[config.mk]
export PLATFORM = sky130hd
export DESIGN_NAME = uart_tx_flat
export DESIGN_NICKNAME = d
export VERILOG_FILES = /design/src/rtl/uart_pkg.sv /design/src/rtl/uart_tx_if.sv /design/src/rtl/uart_tx_serializer.sv /design/src/rtl/uart_tx.sv /design/src/flat_wrapper.sv
export SDC_FILE = /design/constraint.sdc
export NUM_CORES = 1
export LEC_CHECK = 0
export CORE_AREA = 3 3 51 53
export CTS_CLUSTER_SIZE = 10
export DETAILED_ROUTE_END_ITERATION = 10
export DIE_AREA = 0 0 54 56
export GPL_TIMING_DRIVEN = 0
export PLACE_DENSITY_LB_ADDON = 0.12
export SYNTH_ARGS = -nofsm -noshare
export SYNTH_HDL_FRONTEND = slang
export SYNTH_SLANG_ARGS = --single-unit
[constraint.sdc]
create_clock -name CLK -period 2.95 [get_ports CLK]
set_clock_uncertainty 0.1 [all_clocks]
set_input_delay 0.885 -clock CLK [delete_from_list [all_inputs] [get_ports CLK]]
set_output_delay 0.885 -clock CLK [all_outputs]
set_load 0.01 [all_outputs]
[src/rtl/uart_pkg.sv]
// Shared UART definitions: FSM state encoding (common with the receive path)
// and parity-type constants.
package uart_pkg;

   typedef enum logic [2:0] {
      IDLE   = 3'b000,
      START  = 3'b001,
      DATA   = 3'b011,
      PARITY = 3'b010,
      STOP   = 3'b110
   } tx_state_e;

   localparam logic PAR_EVEN = 1'b0;
   localparam logic PAR_ODD  = 1'b1;

endpackage

[src/rtl/uart_tx_if.sv]
// Parallel request side and serial line of the UART transmitter.
interface uart_tx_if #(
   parameter int DATA_WIDTH = 8
);
   logic [DATA_WIDTH-1:0] P_DATA;
   logic                  DATA_VALID;
   logic                  PAR_EN;
   logic                  PAR_TYP;
   logic                  TX_OUT;
   logic                  Busy;

   modport master (
      output P_DATA, DATA_VALID, PAR_EN, PAR_TYP,
      input  TX_OUT, Busy
   );

   modport slave (
      input  P_DATA, DATA_VALID, PAR_EN, PAR_TYP,
      output TX_OUT, Busy
   );
endinterface

[src/rtl/uart_tx_serializer.sv]
// Capture register plus LSB-first shift register and bit counter; the FSM
// drives load/shift and watches the last-bit flag.
module uart_tx_serializer
   import uart_pkg::*;
#(
   parameter int DATA_WIDTH = 8
) (
   input  logic                  clk,
   input  logic                  rst,
   input  logic                  load,
   input  logic                  shift,
   input  logic [DATA_WIDTH-1:0] din,
   output logic [DATA_WIDTH-1:0] word,
   output logic                  bit_out,
   output logic                  last
);

   localparam int CNT_W = (DATA_WIDTH > 1) ? $clog2(DATA_WIDTH) : 1;

   logic [DATA_WIDTH-1:0] word_q, word_d;
   logic [DATA_WIDTH-1:0] shreg_q, shreg_d;
   logic [CNT_W-1:0]      cnt_q, cnt_d;

   assign last    = (cnt_q == CNT_W'(DATA_WIDTH - 1));
   assign bit_out = shreg_q[0];
   assign word    = word_q;

   always_comb begin
      word_d  = word_q;
      shreg_d = shreg_q;
      cnt_d   = cnt_q;
      if (load) begin
         word_d  = din;
         shreg_d = din;
         cnt_d   = '0;
      end else if (shift) begin
         shreg_d = shreg_q >> 1;
         cnt_d   = last ? '0 : cnt_q + 1'b1;
      end
   end

   always_ff @(posedge clk) begin
      if (rst) begin
         word_q  <= '0;
         shreg_q <= '0;
         cnt_q   <= '0;
      end else begin
         word_q  <= word_d;
         shreg_q <= shreg_d;
         cnt_q   <= cnt_d;
      end
   end

endmodule

[src/rtl/uart_tx.sv]
// UART transmitter: start bit, LSB-first data, optional parity, one stop bit.
// One CLK cycle per bit; TX_OUT/Busy are registered one cycle behind the FSM.
module uart_tx
   import uart_pkg::*;
#(
   parameter int DATA_WIDTH = 8
) (
   input  logic     CLK,
   input  logic     RST,
   uart_tx_if.slave tx_if
);

   tx_state_e             state_q, state_d;
   logic                  par_en_q, par_en_d;
   logic                  par_typ_q, par_typ_d;
   logic                  tx_q, tx_d;
   logic                  busy_q, busy_d;
   logic                  load, shift;
   logic [DATA_WIDTH-1:0] word;
   logic                  data_bit, last_bit, par_bit;

   uart_tx_serializer #(.DATA_WIDTH(DATA_WIDTH)) u_ser (
      .clk     (CLK),
      .rst     (RST),
      .load    (load),
      .shift   (shift),
      .din     (tx_if.P_DATA),
      .word    (word),
      .bit_out (data_bit),
      .last    (last_bit)
   );

   assign par_bit = (par_typ_q == PAR_ODD) ? ~(^word) : (^word);

   // Outputs are computed from the current state and registered, so the line
   // shows each state's bit one cycle after the FSM enters it.
   always_comb begin
      state_d   = state_q;
      par_en_d  = par_en_q;
      par_typ_d = par_typ_q;
      load      = 1'b0;
      shift     = 1'b0;
      tx_d      = 1'b1;
      busy_d    = 1'b0;
      case (state_q)
         IDLE: begin
            if (tx_if.DATA_VALID) begin
               load      = 1'b1;
               par_en_d  = tx_if.PAR_EN;
               par_typ_d = tx_if.PAR_TYP;
               state_d   = START;
            end
         end
         START: begin
            tx_d    = 1'b0;
            busy_d  = 1'b1;
            state_d = DATA;
         end
         DATA: begin
            tx_d   = data_bit;
            busy_d = 1'b1;
            shift  = 1'b1;
            if (last_bit) state_d = par_en_q ? PARITY : STOP;
         end
         PARITY: begin
            tx_d    = par_bit;
            busy_d  = 1'b1;
            state_d = STOP;
         end
         STOP: begin
            tx_d    = 1'b1;
            busy_d  = 1'b1;
            state_d = IDLE;
         end
         default: state_d = IDLE;
      endcase
   end

   always_ff @(posedge CLK) begin
      if (RST) begin
         state_q   <= IDLE;
         par_en_q  <= 1'b0;
         par_typ_q <= PAR_EVEN;
         tx_q      <= 1'b1;
         busy_q    <= 1'b0;
      end else begin
         state_q   <= state_d;
         par_en_q  <= par_en_d;
         par_typ_q <= par_typ_d;
         tx_q      <= tx_d;
         busy_q    <= busy_d;
      end
   end

   assign tx_if.TX_OUT = tx_q;
   assign tx_if.Busy   = busy_q;

endmodule

[src/flat_wrapper.sv]
// flat-port wrapper written by rule: the top's interface ports become plain ports
module uart_tx_flat import uart_pkg::*;
#(
   parameter int DATA_WIDTH = 8
)
  (CLK, RST, tx_if_P_DATA, tx_if_DATA_VALID, tx_if_PAR_EN, tx_if_PAR_TYP, tx_if_TX_OUT, tx_if_Busy);
  uart_tx_if #(.DATA_WIDTH(DATA_WIDTH)) tx_if_i ();
  input  logic CLK;
  input  logic RST;
  input wire logic [$bits(tx_if_i.P_DATA)-1:0] tx_if_P_DATA;
  input wire logic [$bits(tx_if_i.DATA_VALID)-1:0] tx_if_DATA_VALID;
  input wire logic [$bits(tx_if_i.PAR_EN)-1:0] tx_if_PAR_EN;
  input wire logic [$bits(tx_if_i.PAR_TYP)-1:0] tx_if_PAR_TYP;
  output wire logic [$bits(tx_if_i.TX_OUT)-1:0] tx_if_TX_OUT;
  output wire logic [$bits(tx_if_i.Busy)-1:0] tx_if_Busy;
  assign tx_if_i.P_DATA = tx_if_P_DATA;
  assign tx_if_i.DATA_VALID = tx_if_DATA_VALID;
  assign tx_if_i.PAR_EN = tx_if_PAR_EN;
  assign tx_if_i.PAR_TYP = tx_if_PAR_TYP;
  assign tx_if_TX_OUT = tx_if_i.TX_OUT;
  assign tx_if_Busy = tx_if_i.Busy;
  uart_tx #(.DATA_WIDTH(DATA_WIDTH)) u_core (.CLK(CLK), .RST(RST), .tx_if(tx_if_i));
endmodule
==> results.yml <==
die:
  dieArea_um2: 3020
  rows: 17
  die_x_um: 54
  core-area_um2: 2190
  start_util: 0.498
  dieHeight_um: 56
  io_pins: 15
worst_setup_path:
  reg2reg_to: "u_core.u_ser.shreg_q[6]"
  worst-endpoint-required_ns: 3.06
  reg2reg_from: "u_core.state_q[1]"
  reg2reg_slack_ns: 1.34
  worstPathArrival_ns: 2.31
  crit_path_top_delay_cell: "clkdlybuf4s50_1"
  crit_path_max_incr_delay_ns: 0.50
  crit_fanout: 10
  critPathLaunchType: "input pin"
  crit_path_end_kind: "flop"
  critical_path.cell_chain: "clkdlybuf4s50_1, nand2b_4, or3_1, buf_2, buf_2, nor2_1, a311oi_1"
  worst-setup-path-type: "in2reg"
  cp_common_cell: "buf_2"
  r2r_cells: 6
cells_and_area:
  final_core_util: 0.602
  areaGrowthSynthToFinish_pct: 20.9
  antenna_cells: 0
  drive_gt1_frac: 0.0764
  nets: 160
drt:
  drtIter0Drc: 24
  met3_length_um: 103
  avgViaCountPerCell: 5.30
  wl_met2_um: 977
  wirelength_mm: 2.12
  detail-route-antenna-nets: 0
  routedWlPerCell_um: 12.3
  highest_layer: "met4"
  via_count: 912
  drc: 0
  drt-met1-wl_mm: 1.03
  dr.pass1.iters: 4
global_route:
  overflow: 0
  grt_max_degree: 16
  first_global_vias: 837
  antenna_found_initial: 0
  grt_pass1_wl_mm: 3.66
  track_usage: 0.158
cts:
  cts_resized: 0
  post_cts_buffers: 0
  cts_tree: "yes"
  clock_path_buffers: 2
  cts_sinks: 26
  postCtsHoldBufs: 0
  clockRootBuffer: "clkbuf_4"
  insertion_delay_ns: 0.32
  h-tree-depth: 1
  cts_inserted_buffers: 3
  clkTransAtPathRegs_ns: 0.15
hold_path:
  min_path_type: "reg2reg"
  hp-start: "u_core.par_en_q"
  hold_depth: 2
  hold_path_end: "u_core.par_en_q"
place:
  hpwl_mm: 1.58
  pre_cts_ws_ns: 0.376
  io_buffer_count: 14
  finalWeightedCongestion: 0.738
sta:
  setup_viol: 0
  setup_ws_ns: 0.750
  rsz0062_at_grt: "false"
  fmax_ghz: 0.455
  slew_violations: 0
  tightest_slew_ns: 0.505
  slew_headroom: 0.662
  fin_setup_tns_ns: 0
  period_share: 0.746
  final_hold_viol_count: 0
  hold_ws_ns: 0.374
  fin_crit_ns: 2.20
power:
  power.density_nw_per_um2: 594
  vdd_drop_max_v: 0.000368
  p_leak_nw: 0.515
  fin_total_pwr_w: 0.000783
yosys:
  syn_inst: 126
  syn_nets: 141
  synth_ff_type: "dfxtp_1"
  ys_ff_latch: 26
  synth_cell_types: 28
  synth_edf_count: 0
  netlist_area_um2: 1090
  ys_seq_area_frac: 0.477
  ys_async_sr_fraction: 0
  ys_warn_count: 0
  avgSynthCellArea_um2: 8.66
status:
  status: "completed"
flow_run:
  maxCapViolCount: 0
## metal layers
metal	track usage	vias to the layer above
met2	0.249	19
met3	0.0268	2
met4	0.0534	0
met1	0.212	428
met5	0	-
li1	-	463
## cell type report
class | instances | area, µm²
multi-input cells | 91 | 524
fillers | 197 | 872
clock inverters | 1 | 30.0
inverters | 2 | 7.51
flip-flops and latches | 26 | 520
well taps | 28 | 35.0
repair buffers | 14 | 140
clock buffers | 3 | 22.5
plain buffers | 7 | 38.8
## metrics by stage
stage / instances / instance area (µm²)
floorplan: 126 / 1090
global placement: 168 / 1270
detailed placement: 168 / 1270
CTS: 172 / 1320
global route: 172 / 1320
finish: 172 / 1320
## logic make-up after synthesis
| group | count (synthesis) | synth area share |
|---|---|---|
| flops | 26 | 0.477 |
| compound gates | 25 | 0.150 |
| buf+inv | 9 | 0.0424 |
| simple gates | 55 | 0.220 |
| fa+ha+maj | 2 | 0.0229 |
| mux | 2 | 0.0183 |
| xor+xnor | 7 | 0.0688 |
## critical path: cells and delay by family
family	cells	cell delay, ns
AOI/OAI and AO/OA	1	0.07
buffers and inverters	3	0.86
and+or+nand+nor	3	0.49
## worst max-delay path by stage
| stage | startpoint | to | slack, ns | cells after the start |
|---|---|---|---|---|
| after floorplan | tx_if_DATA_VALID | u_core.u_ser.shreg_q[1] | 1.05 | 6 |
| after global placement | tx_if_DATA_VALID | u_core.u_ser.shreg_q[6] | 0.40 | 7 |
| after detailed placement | tx_if_DATA_VALID | u_core.u_ser.shreg_q[6] | 0.38 | 7 |
| after CTS | tx_if_DATA_VALID | u_core.u_ser.shreg_q[6] | 0.74 | 7 |
| after global routing | tx_if_DATA_VALID | u_core.u_ser.shreg_q[4] | 0.70 | 6 |
| final | tx_if_DATA_VALID | u_core.u_ser.shreg_q[6] | 0.75 | 7 |
## power breakdown
group,internal [W],leakage (nW),switching (W)
clock network,0.000137,0.0279,0.000106
logic,0.0000727,0.274,0.0000686
registers,0.000381,0.213,0.0000185
## cell usage in the layout, fill, tap and decap left out
master	count
a21boi_0	1
o21ai_0	2
or2b_1	1
inv_1	2
nand2b_1	1
and3_1	1
bufinv_16	1
xnor3_1	1
ha_1	2
o311ai_1	1
nand2_1	34
xor2_1	2
a311oi_1	5
nand3_1	2
nor2_1	8
or3_1	1
dfxtp_1	26
a311oi_2	1
buf_6	1
nand2b_4	1
clkbuf_1	2
o21a_1	1
clkdlybuf4s50_1	14
clkbuf_4	3
mux2i_1	2
xnor2_1	4
nor3_1	5
a31oi_1	1
buf_2	4
a21oi_1	13
nand3b_1	1
## cells in the mapped netlist (2+ instances only)
cell type	n	area share
a21oi_1	13	0.060
a311oi_1	5	0.040
buf_2	4	0.018
clkbuf_1	2	0.0069
dfxtp_1	26	0.48
ha_1	2	0.023
inv_1	2	0.0069
mux2i_1	2	0.018
nand2_1	34	0.12
nand3_1	2	0.0092
nor2_1	8	0.028
nor3_1	5	0.023
o21ai_0	2	0.0092
xnor2_1	4	0.032
xor2_1	2	0.016
## flip-flops by register name (all words and copies together) (netlist names)
name,cells
u_core.tx_if.TX_OUT,1
u_core.u_ser.cnt_q,3
u_core.u_ser.shreg_q,8
u_core.par_typ_q,1
u_core.u_ser.word,8
u_core.par_en_q,1
u_core.tx_if.Busy,1
u_core.state_q,3
(Power assumes the default switching activity.)
